## src/rtl/mdr_pkg.sv

```systemverilog
// Shared types and constants for the memory data register unit.
package mdr_pkg;

    typedef enum logic {
        IDLE    = 1'b0,
        RD_WAIT = 1'b1
    } mdr_state_e;

    localparam int BYTE_W       = 8;
    localparam int MAX_MEM_WAIT = 15;

endpackage

```

## src/rtl/mdr_byte_merge.sv

```systemverilog
// Lane merge for bus loads: each lane takes the new byte when its enable is set,
// otherwise keeps the old byte. Purely combinational.
module mdr_byte_merge
    import mdr_pkg::*;
#(
    parameter int LANES = 2
) (
    input  logic [LANES*BYTE_W-1:0] i_old,
    input  logic [LANES*BYTE_W-1:0] i_new,
    input  logic [LANES-1:0]        i_be,
    output logic [LANES*BYTE_W-1:0] o_merged
);

    always_comb begin
        o_merged = i_old;
        for (int i = 0; i < LANES; i++) begin
            if (i_be[i]) begin
                o_merged[i*BYTE_W +: BYTE_W] = i_new[i*BYTE_W +: BYTE_W];
            end
        end
    end

endmodule

```

## src/rtl/mdr_unit.sv

```systemverilog
// Memory data register with source mux: wait-state memory read sequencer or
// byte-enabled bus load. Requests arriving during a read are dropped.
module mdr_unit
    import mdr_pkg::*;
#(
    parameter int DATA_W   = 16,
    parameter int MEM_WAIT = 2
) (
    input  logic                       Clk,
    input  logic                       Reset,
    input  logic                       LD_MDR,
    input  logic                       MIO_EN,
    input  logic [DATA_W/BYTE_W-1:0]   BE,
    input  logic [DATA_W-1:0]          Data_to_CPU,
    input  logic [DATA_W-1:0]          Data_from_Bus,
    output logic [DATA_W-1:0]          MDR,
    output logic                       MDR_valid,
    output logic                       busy,
    output logic                       mem_rd
);

    localparam int LANES = DATA_W / BYTE_W;
    localparam int CNT_W = (MEM_WAIT < 2) ? 1 : $clog2(MEM_WAIT + 1);
    localparam logic [CNT_W-1:0] CNT_LOAD = CNT_W'((MEM_WAIT > 0) ? MEM_WAIT - 1 : 0);

    if ((DATA_W % BYTE_W) != 0 || MEM_WAIT > MAX_MEM_WAIT || MEM_WAIT < 0) begin : g_param_check
        $error("mdr_unit: DATA_W must be a multiple of 8 and MEM_WAIT in 0..15");
    end

    mdr_state_e        r_state, w_state_nxt;
    logic [CNT_W-1:0]  r_cnt, w_cnt_nxt;
    logic [DATA_W-1:0] r_mdr, w_mdr_nxt;
    logic              r_valid, w_valid_nxt;
    logic              r_busy, w_busy_nxt;
    logic [DATA_W-1:0] w_merged;

    mdr_byte_merge #(.LANES(LANES)) u_merge (
        .i_old    (r_mdr),
        .i_new    (Data_from_Bus),
        .i_be     (BE),
        .o_merged (w_merged)
    );

    always_ff @(posedge Clk) begin
        if (Reset) begin
            r_state <= IDLE;
            r_cnt   <= '0;
            r_mdr   <= '0;
            r_valid <= 1'b0;
            r_busy  <= 1'b0;
        end else begin
            r_state <= w_state_nxt;
            r_cnt   <= w_cnt_nxt;
            r_mdr   <= w_mdr_nxt;
            r_valid <= w_valid_nxt;
            r_busy  <= w_busy_nxt;
        end
    end

    // busy/valid are computed one edge ahead so the outputs come straight from flops.
    always_comb begin
        w_state_nxt = r_state;
        w_cnt_nxt   = r_cnt;
        w_mdr_nxt   = r_mdr;
        w_valid_nxt = 1'b0;
        w_busy_nxt  = 1'b0;
        case (r_state)
            IDLE: begin
                if (LD_MDR) begin
                    if (!MIO_EN) begin
                        w_mdr_nxt = w_merged;
                    end else if (MEM_WAIT == 0) begin
                        w_mdr_nxt   = Data_to_CPU;
                        w_valid_nxt = 1'b1;
                    end else begin
                        w_state_nxt = RD_WAIT;
                        w_cnt_nxt   = CNT_LOAD;
                        w_busy_nxt  = 1'b1;
                    end
                end
            end
            RD_WAIT: begin
                if (r_cnt != '0) begin
                    w_cnt_nxt  = r_cnt - CNT_W'(1);
                    w_busy_nxt = 1'b1;
                end else begin
                    w_mdr_nxt   = Data_to_CPU;
                    w_valid_nxt = 1'b1;
                    w_state_nxt = IDLE;
                end
            end
            default: w_state_nxt = IDLE;
        endcase
    end

    assign MDR       = r_mdr;
    assign MDR_valid = r_valid;
    assign busy      = r_busy;
    assign mem_rd    = r_busy;

endmodule

```

## config.mk

```make
export PLATFORM = sky130hd
export DESIGN_NAME = mdr_unit
export DESIGN_NICKNAME = d
export VERILOG_FILES = /design/src/rtl/mdr_pkg.sv /design/src/rtl/mdr_byte_merge.sv /design/src/rtl/mdr_unit.sv
export SDC_FILE = /design/constraint.sdc
export NUM_CORES = 1
export LEC_CHECK = 0
export ABC_AREA = 1
export BUFFER_PORTS_ARGS = -buffer_cell sky130_fd_sc_hd__clkbuf_2
export CAP_MARGIN = 20
export CELL_PAD_IN_SITES_DETAIL_PLACEMENT = 1
export CELL_PAD_IN_SITES_GLOBAL_PLACEMENT = 2
export CORE_MARGIN = 1
export CORE_UTILIZATION = 21
export CTS_CLUSTER_SIZE = 14
export DETAILED_ROUTE_END_ITERATION = 7
export PLACE_DENSITY_LB_ADDON = 0.05
export SLEW_MARGIN = 20
export SYNTH_ARGS = -nofsm -noshare
export SYNTH_HDL_FRONTEND = slang
export SYNTH_SLANG_ARGS = --single-unit
```

## constraint.sdc

```tcl
create_clock -name Clk -period 1.45 [get_ports Clk]
set_input_delay 0.2175 -clock Clk [delete_from_list [all_inputs] [get_ports Clk]]
set_output_delay 0.2175 -clock Clk [all_outputs]
set_load 0.02 [all_outputs]
```

==> results of run 1 <==
cell usage after synthesis:
| library cell | n | area share, % |
|---|---|---|
| a21oi_1 | 2 | 0.89 |
| buf_1 | 1 | 0.34 |
| buf_2 | 1 | 0.45 |
| buf_4 | 1 | 0.67 |
| buf_6 | 3 | 3.0 |
| clkinv_1 | 1 | 0.34 |
| dfxtp_1 | 20 | 36 |
| ha_1 | 2 | 2.2 |
| inv_1 | 23 | 7.7 |
| inv_2 | 1 | 0.34 |
| nand2_1 | 66 | 22 |
| nand2_2 | 3 | 1.7 |
| nand2_4 | 1 | 1.0 |
| nand3_1 | 21 | 9.4 |
| nor2_1 | 36 | 12 |
| o21ai_0 | 3 | 1.3 |
| or2_0 | 1 | 0.56 |
registers in the layout (all words and copies together), names as in the netlist:
| signal | count |
|---|---|
| MDR | 16 |
| r_cnt | 2 |
| MDR_valid | 1 |
| busy | 1 |
layer usage:
metal | global-route usage (%) | wire [um] | vias to the layer above
li1 | - | - | 674
met2 | 24.02 | 1637 | 43
met4 | 5.031 | 45 | 0
met1 | 18.24 | 1688 | 573
met5 | 0 | 0 | -
met3 | 2.276 | 231 | 4
kinds of logic after synthesis:
group / synth area share, %
adder cells (fa/ha/maj): 2.237
AND/OR/NAND/NOR: 46.87
AO/OA/AOI/OAI: 2.237
flip-flops: 35.79
buffers and inverters: 12.86
final timing paths:
check	from	to
worst max-delay path	busy$_SDFF_PP0_	busy
worst min-delay path	Reset	r_cnt[1]$_SDFFE_PP0P_
worst max register to register	r_cnt[0]$_SDFFE_PP0P_	MDR[15]$_SDFFE_PP0P_
worst min register to register	r_cnt[1]$_SDFFE_PP0P_	r_cnt[1]$_SDFFE_PP0P_
repair_timing:
| action | in CTS | in global routing |
|---|---|---|
| setup buffers | 0 | 0 |
| endpoints found under the setup margin | 2 | 13 |
| resized for setup | 1 | 3 |
critical path, cell delays in order (launching register included):
cell and delay (ps):
dfxtp_2 470, buf_6 230, clkbuf_2 190
power by group:
part | internal [mW] | switching [mW] | total, mW
clock | 0.186 | 0.201 | 0.387
combinational | 0.145 | 0.227 | 0.373
sequential | 0.595 | 0.0275 | 0.622
area by class of cell:
class / instances / area, sq um
Sequential cell: 20 / 401.6
Multi-Input combinational cell: 135 / 581.8
Inverter: 25 / 93.84
Clock buffer: 3 / 41.29
Fill cell: 695 / 3572
Timing Repair Buffer: 62 / 329.1
Tap cell: 70 / 87.58
==> run_results.csv, run 1 <==
group,metric,value,unit
run_status,status,"complete, no violations",
hold_path,min_path_type,"input port to flop",
route,ant_nets,0,
layout,drive_gt1_share,29.39,%
timing,setup_viol,0,
synth,seq_area_frac_synth,35.79,%
layout,final_cell_mix,"nand2_1, clkbuf_2, nor2_1, inv_1, nand3_1",
clocking,cts_tree,"yes",
timing,hold_viol_final,0,
die,core_area,0.005107,sq mm
layout,fin_area,0.001535,sq mm
grt,grt_pass1_wl,5.899,mm
place,place_area,0.001481,sq mm
layout,post-route-util,30.06,%
layout,syn_to_final_growth,37.25,%
timing,hold_slack,182.2,ps
synth,ys_seq_elements,20,
job,maxCapViolCount,0,
clocking,ctsHoldBuffers,0,
timing,rsz0062_at_grt,"false",
power,vdd_drop_max,275.1,uV
timing,tightest_slew,340.1,ps
route,drtIter0Drc,32,
grt,antenna_found_initial,0,
critical_path,startpoint_type,"flop",
hold_path,min_path_cells,2,
synth,synthesis.area,0.001119,sq mm
place,port_buffers,56,
route,drc,0,
timing,max_freq,730.7,MHz
clocking,cts_buffers,3,
clocking,clock_sinks,20,
grt,grt_pass1_vias,1284,
critical_path,cp_max_fo,15,
route,via_per_inst,4.108,
critical_path,arrival,1150,ps
clocking,clk_latency,260,ps
die,die-area,0.005623,sq mm
critical_path,rrSetupSlack,140,ps
die,initial_core_util,21.90,%
place,dp_slack,78.25,ps
timing,final_max_slew_viol_count,0,
die,die_w,74.99,um
critical_path,endpoint_kind,"output pin",
place,dp_hpwl,2.870,mm
timing,finClkSkew,0.8913,ps
die,die_h,74.99,um
die,ios,57,
timing,setup_slack,81.40,ps
critical_path,critPathKind,"flop to output pin",
timing,timing.setup.tns,0,ps
layout,fin_cells,315,
timing,layout_min_cycle_time,1369,ps
timing,slew_headroom,77.09,%
synth,syn_inst,186,
grt,grt_overflow,0,
clocking,clockBufferDepth,2,
place,place_inst,312,
synth,synth.avg_cell_area,6.014,sq um
clocking,h-tree-depth,1,
route,wl_per_cell,11.43,um
synth,synth.yosys.warnings,0,
power,p_leak,0.9129,nW
synth,syn-num-nets,226,
grt,grt_util_all_layers,14.19,%
grt,grt_max_degree,18,
route,drtPass1Iterations,4,
clocking,clock_tree.root_cell,"clkbuf_8",
route,wirelength,3.602,mm
power,power-per-cell-area,899.7,mW/mm^2
die,rows,26,
layout,num-nets-final,287,
power,power.total,1.381,mW
synth,synth_cell_types,17,
place,place_congestion,0.7040,
layout,final_common_cell,"nand2_1",
critical_path,cp.required,1230,ps
critical_path,ff2ff_path_depth,7,
clocking,clk_pin_slew,80,ps
layout,antenna_cells,0,
timing,finalCritPeriodShare,94.39,%
route,vias,1294,
Note: power is estimated with default switching activity, not from simulation.
==> inputs of run 2 (changes only) <==
==> constraint.sdc (replaced) <==
create_clock -name Clk -period 1.45 [get_ports Clk]
set_input_delay 0.29 -clock Clk [delete_from_list [all_inputs] [get_ports Clk]]
set_output_delay 0.29 -clock Clk [all_outputs]
set_load 0.02 [all_outputs]
==> run 2 against run 1 <==
Hold slack better by 62 ps. Utilization increased by 0.098 points. Non-clock buffer count stayed put. Worst setup slack got worse by 14 ps. Combinational power is essentially flat. Global-route usage fell by 0.37 points.
==> run_results.csv, run 2 (same netlist as run 1, synthesis figures left out) <==
group,metric,value,unit
power,power.total,1.434,mW
timing,max_freq,723.1,MHz
timing,rsz0062_at_grt,"false",
run_status,status,"complete, no violations",
timing,timing.setup.tns,0,ps
critical_path,startpoint_type,"flop",
route,drtIter0Drc,36,
die,rows,26,
timing,hold_viol_final,0,
timing,setup_slack,66.98,ps
critical_path,crit_family,"flip-flops",
clocking,postCtsResizedCells,1,
layout,largest_reg_flops,16,
layout,final_cell_mix,"nand2_1, clkbuf_2, nor2_1, inv_1, nand3_1",
clocking,clk_pin_slew,80,ps
route,via_per_inst,4.044,
critical_path,cp.required,1160,ps
route,vias,1278,
grt,grt_util_all_layers,13.82,%
route,wl_per_cell,11.57,um
clocking,clock_sinks,20,
grt,grt_pass1_vias,1250,
route,drc,0,
die,die_w,74.99,um
clocking,cts_tree,"yes",
route,drtPass1Iterations,4,
place,place_congestion,0.8498,
hold_path,min_path_type,"input port to flop",
timing,layout_min_cycle_time,1383,ps
clocking,cts_buffers,3,
route,ant_nets,0,
critical_path,cp_max_fo,15,
layout,fillers,719,
grt,grt_pass1_wl,5.782,mm
die,die_h,74.99,um
layout,antenna_cells,0,
route,wirelength,3.657,mm
critical_path,slowest_delay,430,ps
clocking,clockBufferDepth,2,
grt,grt_max_degree,18,
grt,grt_overflow,0,
job,maxCapViolCount,0,
critical_path,worst_path_max_delay_cell,"dfxtp_1",
power,vdd_drop_max,302.7,uV
timing,finalCritPeriodShare,95.38,%
timing,finClkSkew,2.916,ps
critical_path,critPathKind,"flop to output pin",
critical_path,arrival,1090,ps
critical_path,endpoint_kind,"output pin",
layout,syn_to_final_growth,37.70,%
timing,setup_viol,0,
place,port_buffers,56,
clocking,clk_latency,260,ps
critical_path,cp_num_buf_inv,2,
timing,final_max_slew_viol_count,0,
critical_path,path_cells,"buf_6, clkbuf_2",
clocking,ctsHoldBuffers,0,
layout,drive_gt1_share,28.86,%
power,p_leak,0.9157,nW
timing,slew_headroom,75.03,%
clocking,post-cts-setup-buffers,0,
die,die-area,0.005623,sq mm
timing,hold_slack,244.0,ps
place,dp_slack,129.8,ps
die,ios,57,
clocking,clock_tree.root_cell,"clkbuf_8",
grt,antenna_found_initial,0,
die,initial_core_util,21.90,%
die,core_area,0.005107,sq mm
layout,final_common_cell,"nand2_1",
place,dp_hpwl,2.916,mm
timing,tightest_slew,370.6,ps
clocking,h-tree-depth,1,
power,power-per-cell-area,931.0,mW/mm^2
layout,num-nets-final,287,
[run 2: cell types whose count changed in the layout (fill, tap and decap cells not counted)]
| cell | before | now |
|---|---|---|
| nor2_2 | 1 | 0 |
| dfxtp_1 | 19 | 20 |
| nand2_4 | 2 | 1 |
| dfxtp_2 | 1 | 0 |
| nand2_2 | 2 | 3 |
| nor2_1 | 35 | 36 |
| clkbuf_8 | 3 | 4 |
[run 2: final timing paths]
| kind | slack (ps) | cells past startpoint | endpoint | startpoint |
|---|---|---|---|---|
| hold / removal | 240 | 2 | r_cnt[1]$_SDFFE_PP0P_ | Reset |
| hold reg to reg | 490 | 2 | r_cnt[1]$_SDFFE_PP0P_ | r_cnt[1]$_SDFFE_PP0P_ |
| setup reg to reg | 130 | 7 | MDR[6]$_SDFFE_PP0P_ | r_cnt[0]$_SDFFE_PP0P_ |
| setup / recovery | 70 | 2 | mem_rd | busy$_SDFF_PP0_ |
[run 2: through the flow]
step	utilization (%)	cell area, sq um	instances
detailed placement	29.01	1481	312
finish	30.16	1540	316
global route	30.16	1540	316
global placement	29.01	1481	312
floorplan	-	1119	186
CTS	30.16	1540	316
[run 2: layer usage]
metal	share of wire (%)	global-route usage, %
met5	0	0
met4	1.3	5.031
met3	6.7	3.079
met2	45	22.72
met1	47	17.72
[run 2: layout make-up]
cell class,instances,area [sq um],area share [%]
repair buffers,62,329.1,21.36
well taps,70,87.58,5.686
inverters,25,93.84,6.093
flip-flops and latches,20,400.4,26.00
clock buffers,4,55.05,3.574
multi-input cells,135,574.3,37.29
[run 2: where the power goes]
group | internal, mW | switching [mW]
Combinational | 0.144 | 0.229
Sequential | 0.594 | 0.0247
Clock | 0.242 | 0.200
Total | 0.980 | 0.454
==> inputs of run 3 (changes only) <==
--- a/config.mk
+++ b/config.mk
@@ -10,7 +10,7 @@
 export CAP_MARGIN = 20
 export CELL_PAD_IN_SITES_DETAIL_PLACEMENT = 1
 export CELL_PAD_IN_SITES_GLOBAL_PLACEMENT = 2
-export CORE_MARGIN = 1
+export CORE_MARGIN = 10
 export CORE_UTILIZATION = 21
 export CTS_CLUSTER_SIZE = 14
 export DETAILED_ROUTE_END_ITERATION = 7
==> run 3 against run 2 <==
Wire length is 10% higher. Worst setup slack improved by 34 ps. First-iteration DRC count down 28%. Register-to-register slack gained 20 ps. Hold slack improved by 0.71 ps. Design area rose by 0.97%. Critical endpoint is now busy. Largest cell class unchanged.
==> run_results.csv, run 3 (same netlist as run 1, synthesis figures left out) <==
group,metric,value,unit
job,maxCapViolCount,0,
timing,finClkSkew,1.095,ps
timing,max_freq,741.0,MHz
grt,grt_overflow,0,
critical_path,critPathKind,"flop to output pin",
timing,rsz0062_at_grt,"true",
timing,tightest_slew,346.9,ps
critical_path,cp_num_buf_inv,2,
critical_path,startpoint_type,"flop",
clocking,clk_pin_slew,80,ps
die,ios,57,
route,via_per_inst,4.095,
grt,antenna_found_initial,0,
place,port_buffers,56,
layout,drive_gt1_share,31.30,%
critical_path,cp.required,1160,ps
grt,grt_pass1_vias,1448,
timing,slew_headroom,76.63,%
timing,hold_viol_final,0,
die,die_h,92.99,um
layout,fin_area,0.001555,sq mm
place,place_area,0.001481,sq mm
power,power.total,1.438,mW
timing,setup_viol,0,
die,die_w,92.99,um
place,place_congestion,0.6923,
power,vdd_drop_max,263.3,uV
clocking,cts_tree,"yes",
clocking,clockBufferDepth,2,
grt,grt_max_degree,18,
route,ant_nets,0,
critical_path,endpoint_kind,"output pin",
layout,syn_to_final_growth,39.04,%
layout,final_common_cell,"nand2_1",
clocking,h-tree-depth,1,
clocking,ctsHoldBuffers,0,
route,drtPass1Iterations,3,
place,dp_hpwl,3.351,mm
grt,grt_util_all_layers,9.621,%
critical_path,worst_path_max_delay_cell,"dfxtp_2",
route,wl_per_cell,12.75,um
layout,antenna_cells,0,
clocking,cts_buffers,3,
critical_path,cp_max_fo,10,
timing,layout_min_cycle_time,1350,ps
timing,final_max_slew_viol_count,0,
die,die-area,0.008646,sq mm
critical_path,crit_family,"flip-flops",
route,drc,0,
die,initial_core_util,21.76,%
route,wirelength,4.028,mm
hold_path,min_path_type,"input port to flop",
clocking,clock_tree.root_cell,"clkbuf_8",
run_status,status,"complete, no violations",
critical_path,slowest_delay,450,ps
timing,hold_slack,244.7,ps
layout,final_cell_mix,"nand2_1, clkbuf_2, nor2_1, inv_1, nand3_1",
clocking,clock_sinks,20,
die,rows,26,
power,p_leak,0.9171,nW
power,power-per-cell-area,924.9,mW/mm^2
layout,largest_reg_flops,16,
clocking,clk_latency,260,ps
critical_path,arrival,1060,ps
critical_path,path_cells,"buf_4, clkbuf_2",
route,vias,1294,
grt,grt_pass1_wl,6.893,mm
die,core_area,0.005140,sq mm
layout,fillers,712,
layout,num-nets-final,287,
route,drtIter0Drc,26,
timing,finalCritPeriodShare,93.07,%
==> run 3: worst paths after layout <==
path	slack, ps	cells past startpoint	from	to
min reg2reg	510	2	r_cnt[1]$_SDFFE_PP0P_	r_cnt[1]$_SDFFE_PP0P_
min	240	2	Reset	r_cnt[1]$_SDFFE_PP0P_
max reg2reg	150	7	r_cnt[0]$_SDFFE_PP0P_	MDR[5]$_SDFFE_PP0P_
max	100	2	busy$_SDFF_PP0_	busy
==> run 3: timing repair <==
item	CTS	global route
pin swaps	0	2
setup buffers	0	0
setup endpoints to repair	2	16
gates resized for setup	1	7
==> run 3: stage by stage <==
step | utilization [%] | setup WS, ps | std cells | TNS, ps
6_report | 30.26 | 100.5 | 316 | 0
5_1_grt | 30.26 | -4.362 | 316 | -5.463
3_5_place_dp | 28.82 | 68.86 | 312 | 0
2_1_floorplan | - | 202.6 | 186 | 0
4_1_cts | 29.92 | 95.58 | 316 | 0
3_3_place_gp | 28.82 | 123.0 | 312 | 0
==> run 3: power breakdown <==
| group | total, mW | internal [mW] | switching, mW | leakage [nW] |
|---|---|---|---|---|
| Sequential | 0.621 | 0.595 | 0.0264 | 0.165 |
| Combinational | 0.379 | 0.146 | 0.233 | 0.724 |
| Clock | 0.439 | 0.242 | 0.197 | 0.0288 |
==> run 3: cell type report <==
| cell class | instances | area, sq um | area share, % |
|---|---|---|---|
| Clock buffer | 4 | 55.05 | 3.540 |
| Inverter | 25 | 93.84 | 6.034 |
| Multi-Input combinational cell | 135 | 591.8 | 38.05 |
| Sequential cell | 20 | 401.6 | 25.82 |
| Tap cell | 70 | 87.58 | 5.632 |
| Timing Repair Buffer | 62 | 325.3 | 20.92 |
==> run 3: layer usage <==
layer	up-vias	wire [um]	GRT usage [%]
li1	678	-	-
met1	586	1670	10.37
met2	25	2081	17.58
met3	5	229	2.878
met4	0	46	2.956
met5	-	0	0
